**config.mk**
```make
export PLATFORM = sky130hd
export DESIGN_NAME = score_display_fmt
export DESIGN_NICKNAME = d
export VERILOG_FILES = /design/src/rtl/score_display_fmt.sv
export SDC_FILE = /design/constraint.sdc
export NUM_CORES = 1
export LEC_CHECK = 0
export CORE_MARGIN = 2
export CORE_UTILIZATION = 35
export CTS_CLUSTER_DIAMETER = 100
export DETAILED_ROUTE_END_ITERATION = 6
export PLACE_DENSITY = 0.59
export SLEW_MARGIN = 20
export SYNTH_ARGS = -nofsm -noshare
export SYNTH_HDL_FRONTEND = slang
export SYNTH_SLANG_ARGS = --single-unit
export TNS_END_PERCENT = 20
```
**constraint.sdc**
```tcl
create_clock -name clk -period 1.8 [get_ports clk]
set_clock_uncertainty 0.05 [all_clocks]
set_input_delay 0.36 -clock clk [delete_from_list [all_inputs] [get_ports clk]]
set_output_delay 0.36 -clock clk [all_outputs]
set_load 0.01 [all_outputs]
```
**src/rtl/score_display_fmt.sv**
```systemverilog
// Score/status formatter: iterative double-dabble binary-to-BCD followed by
// a one-cycle format step producing six seven-segment display codes.
module score_display_fmt #(
  parameter int unsigned NUM_DIGITS = 6,
  parameter int unsigned VALUE_W    = 20
) (
  input  logic                    clk,
  input  logic                    rst,
  input  logic                    load,
  input  logic [VALUE_W-1:0]      value,
  input  logic [1:0]              mode,
  output logic [4*NUM_DIGITS-1:0] digit_codes,
  output logic                    busy,
  output logic                    done,
  output logic                    overflow
);

  localparam int unsigned BCD_W = 4 * (NUM_DIGITS + 1);
  localparam int unsigned CNT_W = $clog2(VALUE_W + 1);

  localparam logic [3:0] CodeUnder = 4'hC;
  localparam logic [3:0] CodeE     = 4'hE;
  localparam logic [3:0] CodeBlank = 4'hF;

  typedef enum logic [1:0] {StIdle, StConv, StFormat} state_e;

  state_e                  state_q;
  logic [CNT_W-1:0]        cnt_q;
  logic [BCD_W-1:0]        bcd_q;
  logic [BCD_W-1:0]        bcd_adj;
  logic [VALUE_W-1:0]      shift_q;
  logic [1:0]              mode_q;
  // Any bit shifted out of the extra digit means the value overflowed even if
  // the digit itself wrapped back to zero (only reachable with wide VALUE_W).
  logic                    lost_q;
  logic [4*NUM_DIGITS-1:0] fmt_codes;
  logic                    fmt_ovf;

  assign busy = (state_q != StIdle);

  always_comb begin
    bcd_adj = bcd_q;
    for (int i = 0; i < int'(NUM_DIGITS) + 1; i++) begin
      if (bcd_q[4*i +: 4] >= 4'd5) bcd_adj[4*i +: 4] = bcd_q[4*i +: 4] + 4'd3;
    end
  end

  always_comb begin
    logic lead;
    lead      = 1'b1;
    fmt_ovf   = 1'b0;
    fmt_codes = {NUM_DIGITS{CodeBlank}};
    if (mode_q == 2'd2) begin
      fmt_codes = {NUM_DIGITS{CodeUnder}};
    end else if (mode_q == 2'd3) begin
      fmt_codes = {NUM_DIGITS{CodeBlank}};
    end else if (lost_q || (bcd_q[BCD_W-1 -: 4] != 4'd0)) begin
      fmt_codes = {NUM_DIGITS{CodeUnder}};
      fmt_codes[4*NUM_DIGITS-1 -: 4] = CodeE;
      fmt_ovf = 1'b1;
    end else begin
      // Walk from the most significant digit; digit 0 always shows.
      for (int i = int'(NUM_DIGITS) - 1; i >= 0; i--) begin
        if ((bcd_q[4*i +: 4] != 4'd0) || (i == 0)) lead = 1'b0;
        if (!lead || (mode_q == 2'd1)) fmt_codes[4*i +: 4] = bcd_q[4*i +: 4];
      end
    end
  end

  always_ff @(posedge clk) begin
    if (rst) begin
      state_q     <= StIdle;
      cnt_q       <= '0;
      bcd_q       <= '0;
      shift_q     <= '0;
      mode_q      <= '0;
      lost_q      <= 1'b0;
      digit_codes <= {NUM_DIGITS{CodeBlank}};
      done        <= 1'b0;
      overflow    <= 1'b0;
    end else begin
      done <= 1'b0;
      case (state_q)
        StIdle: begin
          if (load) begin
            shift_q <= value;
            mode_q  <= mode;
            bcd_q   <= '0;
            lost_q  <= 1'b0;
            if (!mode[1]) begin
              cnt_q   <= CNT_W'(VALUE_W);
              state_q <= StConv;
            end else begin
              state_q <= StFormat;
            end
          end
        end
        StConv: begin
          bcd_q   <= {bcd_adj[BCD_W-2:0], shift_q[VALUE_W-1]};
          shift_q <= {shift_q[VALUE_W-2:0], 1'b0};
          lost_q  <= lost_q | bcd_adj[BCD_W-1];
          cnt_q   <= cnt_q - 1'b1;
          if (cnt_q == CNT_W'(1)) state_q <= StFormat;
        end
        StFormat: begin
          digit_codes <= fmt_codes;
          overflow    <= fmt_ovf;
          done        <= 1'b1;
          state_q     <= StIdle;
        end
        default: state_q <= StIdle;
      endcase
    end
  end

endmodule

```
==> summary.md <==
| Metric | Value |
|---|---|
| Worst EP required | 1980 ps |
| Chip height | 114.1 um |
| DR DRC count | 0 |
| CTS Sinks | 84 |
| Worst hold start | digit_codes[4]$_SDFFE_PP1P_ |
| I/O Pins | 52 |
| Syn_nets | 538 |
| Number of synthesis warnings | 0 |
| Port bufs | 51 |
| Starting Density | 35.59% |
| HP Class | flop to flop |
| Final max-slew violation count | 0 |
| Mux share of post-synthesis cell area | 1.653% |
| P_leak | 2.113 nW |
| WHS | 427.5 ps |
| Power Density | 803.8 mW/mm^2 |
| CTS Root Cell | clkbuf_16 |
| Area after DPL | 0.005055 mm^2 |
| Via density | 5.238 |
| Placed Cells | 693 |
| Number of synthesized register bits | 84 |
| Final Setup Violations | 0 |
| Maximum VDD drop | 0.6077 mV |
| CTS tree | done |
| Routed WL | 10470 um |
| F_max | 570.8 MHz |
| Design area | 0.005356 mm^2 |
| Post-DRT Antenna Nets | 0 |
| Initial antenna violation count | 0 |
| Final Hold Vio Count | 0 |
| Simple-gate share of the synthesized area | 21.22% |
| Core ar. | 0.01191 mm^2 |
| Synth Area in Adders | 6.198% |
| CTS clk-pin slew, worst paths | 60 ps |
| Site row count | 40 |
| Post-synthesis cell count | 492 |
| Tcrit/Tclk final | 97.34% |
| Area delta synth->final | 26.36% |
| RSZ-0062 raised after global routing | true |
| Post-Syn Area | 0.004239 mm^2 |
| DP HPWL | 7210 um |
| R2R Path Start | bcd_q[25]$_SDFFE_PP0P_ |
| Layout cells sized above 1 | 13.57% |
| Cts bufs inserted | 9 |
| First-pass iteration count of the detailed router | 4 |
| Worst-Margin Slew | 672.2 ps |
| Global Route Usage Sum | 16.90% |
| Number of global-route vias before repair | 3524 |
| Area occupied by multi-input gates | 0.002325 mm^2 |
| Post-Synth XOR/XNOR Area | 2.479% |
| CTS H-tree lvls | 3 |
| Power Total | 4.306 mW |
| Crit end category | flop |
| Fill count | 1215 |
| Largest net degree at the start of global routing | 48 |
| Yosys cell types | 55 |
| Crit Path Class | flop to flop |
| Die width | 114.1 um |
| PnR worst setup slack | 47.95 ps |
| Total congestion overflow | 0 |
| Post-synthesis compound-gate area fraction | 22.34% |
| Largest family of logic cells by synthesized area | compound AO/OA/AOI/OAI gates |
| Relative slew margins | 55.14% |
| Max FO, Critical Path | 10 |
| R2R Setup Slk | 50 ps |
| Pre-CTS WS | -133.2 ps |
| Sequential area share after synthesis | 39.67% |
| Max-cap violation count | 0 |
| Fraction of registers with async set/reset | 0% |
| R2R depth | 7 |
| Routability cong. | 0.7960 |
| Worst Hold Path EP | digit_codes[4]$_SDFFE_PP1P_ |
| Post-synth EDFFs | 0 |
| Detailed-route via count | 3703 |
| Final cell count without fillers | 707 |
| Crit path DAT | 1930 ps |
| Worst Hold Depth | 2 |
| Ys flop type | dfxtp_1 |
| Hold buffer count at cts | 0 |
| FF-to-FF End | digit_codes[15]$_SDFFE_PP1P_ |
| Outcome | complete, no violations |
| N_diodes | 0 |
| Post-layout min period | 1752 ps |
| First-pass GRT wire length | 17270 um |
| NumNets Final | 605 |
| WL per Instance | 14.81 um |
| Worst skew pair latency | 350 ps |
| Critical path startpoint category | flop |
| Buffer levels on the longest clock path | 2 |
| DRT iter0 DRCs | 186 |
| Syn_area_per_cell | 8.616 um^2 |
| Die area | 0.01301 mm^2 |
| Area occupied by registers | 0.001684 mm^2 |
synth_stat cells (all sizes together), types with 3 or more instances:
cell	instances	share of area (%)
nor2b	5	0.91
nor2	46	4.1
nor3	18	2.1
nand3	8	0.94
inv	19	1.7
a21oi	42	5.0
a31oi	3	0.44
xor2	3	0.62
clkbuf	14	1.2
nor4	4	0.59
nand2	53	4.8
o21ai	25	3.0
mux2i	7	1.7
ha	21	6.2
nor4b	3	1.3
or3	7	1.2
o21bai	11	1.9
xnor2	9	1.9
nor3b	6	1.1
dfxtp	84	40
buf	21	3.5
o211ai	3	0.53
nand2b	15	2.2
a311oi	21	4.3
a22o	14	2.9
and2	5	0.74
repair_timing:
item                                    4_1_cts  5_1_grt
endpoints found under the setup margin        2       22
gates resized for setup                       2       10
pin swaps                                     0        1
buffers inserted                              0        2
stage by stage:
step / utilization, % / setup TNS (ps)
finish: 44.97 / 0
floorplan: - / 0
global placement: 42.44 / -619.9
global route: 44.97 / -175.0
detailed placement: 42.44 / -1508
CTS: 44.51 / 0
flip-flops by register name (all words and copies together), names as in the netlist:
| signal | flops |
|---|---|
| lost_q | 1 |
| state_q | 2 |
| done | 1 |
| overflow | 1 |
| shift_q | 20 |
| cnt_q | 5 |
| mode_q | 2 |
| bcd_q | 28 |
| digit_codes | 24 |
cell families (layout without fill, tap and decap cells):
group | after synthesis | in the layout
xor gates and xnor gates | 12 | 12
AOI/OAI and AO/OA | 137 | 137
DFF | 84 | 84
and+or+nand+nor | 177 | 177
muxes | 7 | 7
buffers and inverters | 54 | 122
adders and majority gates | 21 | 21
cells in the final DEF (no fill, tap or decap), types with 4 or more instances in the layout:
cell type / Yosys / final
mux2i_1: 7 / 7
nor3_1: 18 / 18
clkbuf_16: 0 / 9
or3_1: 6 / 6
buf_4: 5 / 36
inv_1: 19 / 19
a22o_1: 13 / 13
o21bai_1: 11 / 11
nor3b_1: 6 / 6
dfxtp_1: 84 / 82
o21ai_0: 24 / 24
a311oi_1: 21 / 21
nand3_1: 8 / 8
ha_1: 21 / 20
clkdlybuf4s50_1: 0 / 49
nand2_1: 52 / 51
and2_1: 5 / 4
nand2b_1: 15 / 15
a21oi_1: 42 / 42
nor2_1: 45 / 43
xnor2_1: 9 / 9
cell type report:
type                    count  share of cell area [%]
multi-input cells         354                   43.40
flip-flops and latches     84                   31.44
repair buffers             91                   15.79
clock buffers              12                   4.602
well taps                 147                   3.434
inverters                  19                   1.331
critical path: stages (launching register included):
cell	delay (ps)
dfxtp_2	330
inv_1	80
ha_1	160
nor4b_4	230
nand2_2	130
buf_4	210
a2111oi_4	340
o21bai_1	100
layer usage:
layer / track usage [%] / share of wire, %
met4: 4.146 / 1.1
met2: 27.50 / 45
met1: 21.72 / 47
met5: 0 / 0
met3: 5.611 / 6.1
report_power, final:
part | internal (mW) | switching (mW) | leakage [nW]
Combinational | 0.300 | 0.353 | 1.31
Clock | 0.942 | 0.699 | 0.120
Sequential | 1.96 | 0.0550 | 0.686
Total | 3.20 | 1.11 | 2.11
worst max path at each step:
stage | start | to | depth (start not counted)
after CTS | bcd_q[21]$_SDFFE_PP0P_ | digit_codes[4]$_SDFFE_PP1P_ | 6
after floorplan | bcd_q[24]$_SDFFE_PP0P_ | digit_codes[8]$_SDFFE_PP1P_ | 7
final | bcd_q[25]$_SDFFE_PP0P_ | digit_codes[15]$_SDFFE_PP1P_ | 7
after global placement | load | shift_q[12]$_SDFFE_PP0P_ | 6
after global routing | bcd_q[24]$_SDFFE_PP0P_ | digit_codes[15]$_SDFFE_PP1P_ | 7
after detailed placement | load | shift_q[12]$_SDFFE_PP0P_ | 6
Note: power is estimated with default switching activity, not from simulation.
